### src/rtl/frame_scheduler_pkg.sv
// Shared definitions for the vblank game-object update scheduler.
package frame_scheduler_pkg;
  typedef enum logic [1:0] {ST_IDLE, ST_REQ, ST_GAP, ST_DONE} state_e;

  localparam int N_OBJ_DEF   = 4;
  localparam int TIMEOUT_DEF = 255;

  function automatic int idx_width(input int n);
    return (n > 1) ? $clog2(n) : 1;
  endfunction
endpackage

### src/rtl/edge_detect.sv
// Registers a pclk-synchronous level and reports its rising and falling edges.
module edge_detect (
  input  logic clk,
  input  logic rst_n,
  input  logic d_i,
  output logic rise_o,
  output logic fall_o
);
  logic d_q;

  // d_q resets low so a level already high at reset release reads as a rise.
  always_ff @(posedge clk or negedge rst_n) begin
    if (!rst_n) d_q <= 1'b0;
    else        d_q <= d_i;
  end

  assign rise_o = d_i & ~d_q;
  assign fall_o = ~d_i & d_q;
endmodule

### src/rtl/frame_scheduler.sv
// Walks N_OBJ update requesters one at a time during each vertical blanking interval.
// upd_req/upd_ack: request i is held until upd_ack[i] is sampled high or the wait times out.
module frame_scheduler
  import frame_scheduler_pkg::*;
#(
  parameter int N_OBJ   = N_OBJ_DEF,
  parameter int TIMEOUT = TIMEOUT_DEF
) (
  input  logic             pclk,
  input  logic             rst_n,
  input  logic             vblnk,
  input  logic             enable,
  input  logic [N_OBJ-1:0] upd_ack,
  output logic [N_OBJ-1:0] upd_req,
  output logic             busy,
  output logic             done,
  output logic             overrun,
  output logic             timeout_err,
  output logic [15:0]      frame_cnt,
  output state_e           state_dbg
);
  localparam int IDX_W = idx_width(N_OBJ);
  localparam int CNT_W = $clog2(TIMEOUT + 1);
  localparam logic [IDX_W-1:0] LAST_IDX  = IDX_W'(N_OBJ - 1);
  localparam logic [CNT_W-1:0] TIMEOUT_C = CNT_W'(TIMEOUT);

  logic rise, fall;

  edge_detect u_vblnk_edge (
    .clk    (pclk),
    .rst_n  (rst_n),
    .d_i    (vblnk),
    .rise_o (rise),
    .fall_o (fall)
  );

  state_e           state_q;
  logic [IDX_W-1:0] idx_q;
  logic [CNT_W-1:0] cnt_q;
  logic [N_OBJ-1:0] upd_req_q;
  logic             busy_q, done_q, overrun_q, timeout_err_q;
  logic [15:0]      frame_cnt_q;

  logic [CNT_W-1:0] cnt_d;
  logic [IDX_W-1:0] idx_d;
  logic [N_OBJ-1:0] req_d;
  logic             ack_hit, expired;

  assign cnt_d   = cnt_q + CNT_W'(1);
  assign idx_d   = idx_q + IDX_W'(1);
  assign req_d   = N_OBJ'(1) << idx_d;
  assign ack_hit = upd_ack[idx_q];
  assign expired = (cnt_d == TIMEOUT_C);

  always_ff @(posedge pclk or negedge rst_n) begin
    if (!rst_n) begin
      state_q       <= ST_IDLE;
      idx_q         <= '0;
      cnt_q         <= '0;
      upd_req_q     <= '0;
      busy_q        <= 1'b0;
      done_q        <= 1'b0;
      overrun_q     <= 1'b0;
      timeout_err_q <= 1'b0;
      frame_cnt_q   <= '0;
    end else begin
      done_q <= 1'b0;
      if (rise) frame_cnt_q <= frame_cnt_q + 16'd1;

      case (state_q)
        ST_IDLE: begin
          if (rise && enable) begin
            state_q       <= ST_REQ;
            idx_q         <= '0;
            cnt_q         <= '0;
            upd_req_q     <= N_OBJ'(1);
            busy_q        <= 1'b1;
            overrun_q     <= 1'b0;
            timeout_err_q <= 1'b0;
          end
        end
        ST_REQ: begin
          // End of blanking wins over a same-edge ack or timeout.
          if (fall) begin
            state_q   <= ST_IDLE;
            upd_req_q <= '0;
            busy_q    <= 1'b0;
            overrun_q <= 1'b1;
          end else if (ack_hit || expired) begin
            upd_req_q <= '0;
            if (!ack_hit) timeout_err_q <= 1'b1;
            if (idx_q == LAST_IDX) begin
              state_q <= ST_DONE;
              busy_q  <= 1'b0;
              done_q  <= 1'b1;
            end else begin
              state_q <= ST_GAP;
            end
          end else begin
            cnt_q <= cnt_d;
          end
        end
        ST_GAP: begin
          if (fall) begin
            state_q   <= ST_IDLE;
            busy_q    <= 1'b0;
            overrun_q <= 1'b1;
          end else begin
            state_q   <= ST_REQ;
            idx_q     <= idx_d;
            cnt_q     <= '0;
            upd_req_q <= req_d;
          end
        end
        ST_DONE: begin
          if (fall) state_q <= ST_IDLE;
        end
        default: state_q <= ST_IDLE;
      endcase
    end
  end

  assign upd_req     = upd_req_q;
  assign busy        = busy_q;
  assign done        = done_q;
  assign overrun     = overrun_q;
  assign timeout_err = timeout_err_q;
  assign frame_cnt   = frame_cnt_q;
  assign state_dbg   = state_q;
endmodule

### config.mk
export PLATFORM = sky130hd
export DESIGN_NAME = frame_scheduler
export DESIGN_NICKNAME = d
export VERILOG_FILES = /design/src/rtl/frame_scheduler_pkg.sv /design/src/rtl/edge_detect.sv /design/src/rtl/frame_scheduler.sv
export SDC_FILE = /design/constraint.sdc
export NUM_CORES = 1
export LEC_CHECK = 0
export ABC_CLOCK_PERIOD_IN_PS = 2600
export CAP_MARGIN = 15
export CORE_UTILIZATION = 51
export DETAILED_ROUTE_END_ITERATION = 7
export PLACE_DENSITY = 0.87
export SLEW_MARGIN = 20
export SYNTH_ARGS = -nofsm -noshare
export SYNTH_HDL_FRONTEND = slang
export SYNTH_SLANG_ARGS = --single-unit
### constraint.sdc
create_clock -name pclk -period 2.6 [get_ports pclk]
set_clock_uncertainty 0.15 [all_clocks]
set_input_delay 0.52 -clock pclk [delete_from_list [all_inputs] [get_ports pclk]]
set_output_delay 0.52 -clock pclk [all_outputs]
set_load 0.05 [all_outputs]
==> metrics.txt <==
core area=roughly 0.0038 mm^2; Clk network pwr share=18.2%; # setup viols final=0; setup_tns=0 ps; Yosys top cell by area=dfrtp_1; Die X-Extent=between 60 and 70 um; Initial DRC Count=53; drt first pass iters=5; Synth Net Count=220; Antenna Cells=0; hold_buf cts=0; synthesis-to-layout area growth=26.23%; Sw Share=44.46%; highest routing layer actually used=met4; # resized after CTS=0; Post-synth EDFFs=0; Final Hold Viols=0; Clock Pin Slew Worst Setup and Hold Paths=roughly 70 ps; site row count=22; crit path launch=state_dbg[1]$_DFFE_PN0P_; fin area=0.002608 mm^2; Placed Area=0.002504 mm^2; Synth warnings=0; hpwl dp=3213 um; Most used DFF post-synth=dfrtp_1; Min-Delay Path Class=input pin to asynchronous set/reset pin; Avg Inst Size Synth=10.33 um^2; Yosys reg bits=37; Via density=5.706; Die H=approximately 66 um; Routed Wire Length=4445 um; CP endpoint kind=register; Post-CTS Setup Inserts=0; CP Max Fanout=9; logic gate share of total power=50.6%; DRC Markers=0; Slew Viols, Final=0; Sink Count=37; initial antenna violation count=0; Crit path required time=2620 ps; R2R depth=8; GR Overflow Total=0; Syn Inst Count=200; net switching power=approximately 1.2 mW; fin nets=265; depth of the CTS H-tree=2; Crit Path Class=register to register; WL met3=172 um; run status=finished, final reports clean; CTS max path bufs=2; Peak VDD IR=0.0009519 V; DR WL/cell=15.17 um; Critical Path End=cnt_q[4]$_DFFE_PN0P_; largest net degree at the start of global routing=38; GPL Wtd Cong=~0.88; M1 WL=2035 um; clock root cell=clkbuf_8; FMAX=421.4 MHz; CTS tree=done; crit path time final=2373 ps; sequential cell area fraction in the yosys report=44.82%; maxcap violations=0; post-synth cell types=40; Post-DRT Antenna Nets=0; I/O pin total=34; Reg2Reg Setup Slack=230 ps; most frequent cells in the layout=37 x dfrtp_1, 32 x clkdlybuf4s50_1, 13 x nand2_1, 13 x nor2_1; most common cell after layout, fill and taps aside=dfrtp_1; Clock Latency Late Sink=290 ps; first-pass GRT wire length=between 7000 and 8000 um; RSZ-0062 raised after global routing=no; TritonCTS Buffers=5; Synth async-reset ratio=100.0%; DR vias=1672; Worst EP arrival=2390 ps; PD cells=1020 mW/mm^2; met2 WL=2189 um; share of the synthesized area in the top cell type=44.82%; Flop pwr share=31.2%; port buffer count=33; largest cells by area after synthesis=dfrtp_1 45%, ha_1 7.3%, xnor2_1 4.2%, and3_1 3.0%, xor2_1 3.0%; CP Launch Type=register; worst r2r src=state_dbg[1]$_DFFE_PN0P_; Leakage=between 1 and 1.5 nW; Cell Area, Synth=0.002066 mm^2; die area=0.004309 mm^2; Worst slew margin=44.56%; vias in the first global route=1663; Tcrit/Tclk final=approximately nine tenths; Worst Tran Pin Value=between 800 and 900 ps; Total GRT Usage=23.59%; r2r endpoint=cnt_q[4]$_DFFE_PN0P_; ratio of cells with drive above 1 in the final layout=12.65%; Int Pwr=1.477 mW; Initial Utilization=54.78%
==> critical path: stages, from the launching register on <==
cell and delay, ps:
dfrtp_1 420, inv_1 110, ha_1 390, nor2_1 120, o221ai_1 500, buf_4 260, nor2_1 50, mux2i_1 130
o21ai_0 90
==> registers in the layout, indices dropped and copies added (netlist names) <==
register and flops:
frame_cnt 16, cnt_q 8, upd_req 4, idx_q 2, state_dbg 2, busy 1, done 1, overrun 1
timeout_err 1, u_vblnk_edge.d_q 1
==> per-stage QoR <==
step | std cells | util (%) | hold WS [ps] | setup slack, ps | power, mW
2_1_floorplan | 200 | - | 74.41 | 256.5 | 1.736
3_3_place_gp | 286 | 66.39 | 313.1 | 84.18 | 2.133
3_5_place_dp | 286 | 66.39 | 315.3 | 28.49 | 2.171
4_1_cts | 293 | 69.14 | 199.9 | 225.7 | 2.670
5_1_grt | 293 | 69.14 | 241.4 | 65.40 | 2.817
6_report | 293 | 69.14 | 169.5 | 227.2 | 2.659
==> metal layers <==
metal,up-vias,track usage [%]
met5,-,0
met4,0,6.522
met3,6,5.382
met2,40,39.16
met1,818,30.56
li1,808,-
==> cell families after synthesis <==
family,after synthesis,share of synthesized area [%]
simple gates,73,18.78
flops,37,44.82
compound gates,33,12.72
buf+inv,18,3.452
xor+xnor,17,7.208
fa+ha+maj,12,7.268
mux,10,5.754
==> power groups by stage <==
stage	logic (mW)	registers [mW]	clock network, mW
global placement	1.30	0.832	0
global route	1.45	0.852	0.514
finish	1.35	0.830	0.484
CTS	1.35	0.830	0.494
detailed placement	1.33	0.840	0
floorplan	0.624	1.11	0
==> cell usage after synthesis, types with 2 or more instances <==
| master | n |
|---|---|
| nor4_1 | 3 |
| or4_1 | 2 |
| nor2_1 | 13 |
| o41ai_2 | 2 |
| o21ai_0 | 8 |
| clkbuf_1 | 4 |
| mux2i_1 | 4 |
| nor3_1 | 2 |
| ha_1 | 12 |
| a22o_1 | 5 |
| nand3_1 | 8 |
| o221ai_2 | 2 |
| inv_1 | 12 |
| and3_1 | 10 |
| nand4_1 | 8 |
| xor2_1 | 7 |
| dfrtp_1 | 37 |
| nor2b_1 | 4 |
| xnor2_1 | 10 |
| and2_1 | 2 |
| a21oi_1 | 7 |
| or2_2 | 2 |
| nand2b_1 | 3 |
| mux2_2 | 5 |
| nand2_1 | 13 |
==> layout make-up <==
class | instances | area (um^2)
inverter | 13 | 48.80
tap | 48 | 60.06
clock buffer | 5 | 68.82
sequential | 37 | 925.9
multi-input combinational | 145 | 1069
clock inverter | 2 | 35.03
timing repair buffer | 43 | 400.4
fill | 283 | 1164
==> worst min path at each step <==
| stage | endpoint | slack (ps) | cells after the start | start |
|---|---|---|---|---|
| 3_3_place_gp | frame_cnt[15]$_DFFE_PN0P_ | 310 | 1 | frame_cnt[15]$_DFFE_PN0P_ |
| 2_1_floorplan | busy$_DFFE_PN0P_ | 70 | 0 | rst_n |
| 3_5_place_dp | frame_cnt[15]$_DFFE_PN0P_ | 320 | 1 | frame_cnt[15]$_DFFE_PN0P_ |
| 5_1_grt | frame_cnt[15]$_DFFE_PN0P_ | 240 | 1 | rst_n |
| 6_report | frame_cnt[9]$_DFFE_PN0P_ | 170 | 1 | rst_n |
| 4_1_cts | frame_cnt[14]$_DFFE_PN0P_ | 200 | 1 | rst_n |
Note: power is estimated with default switching activity, not from simulation.
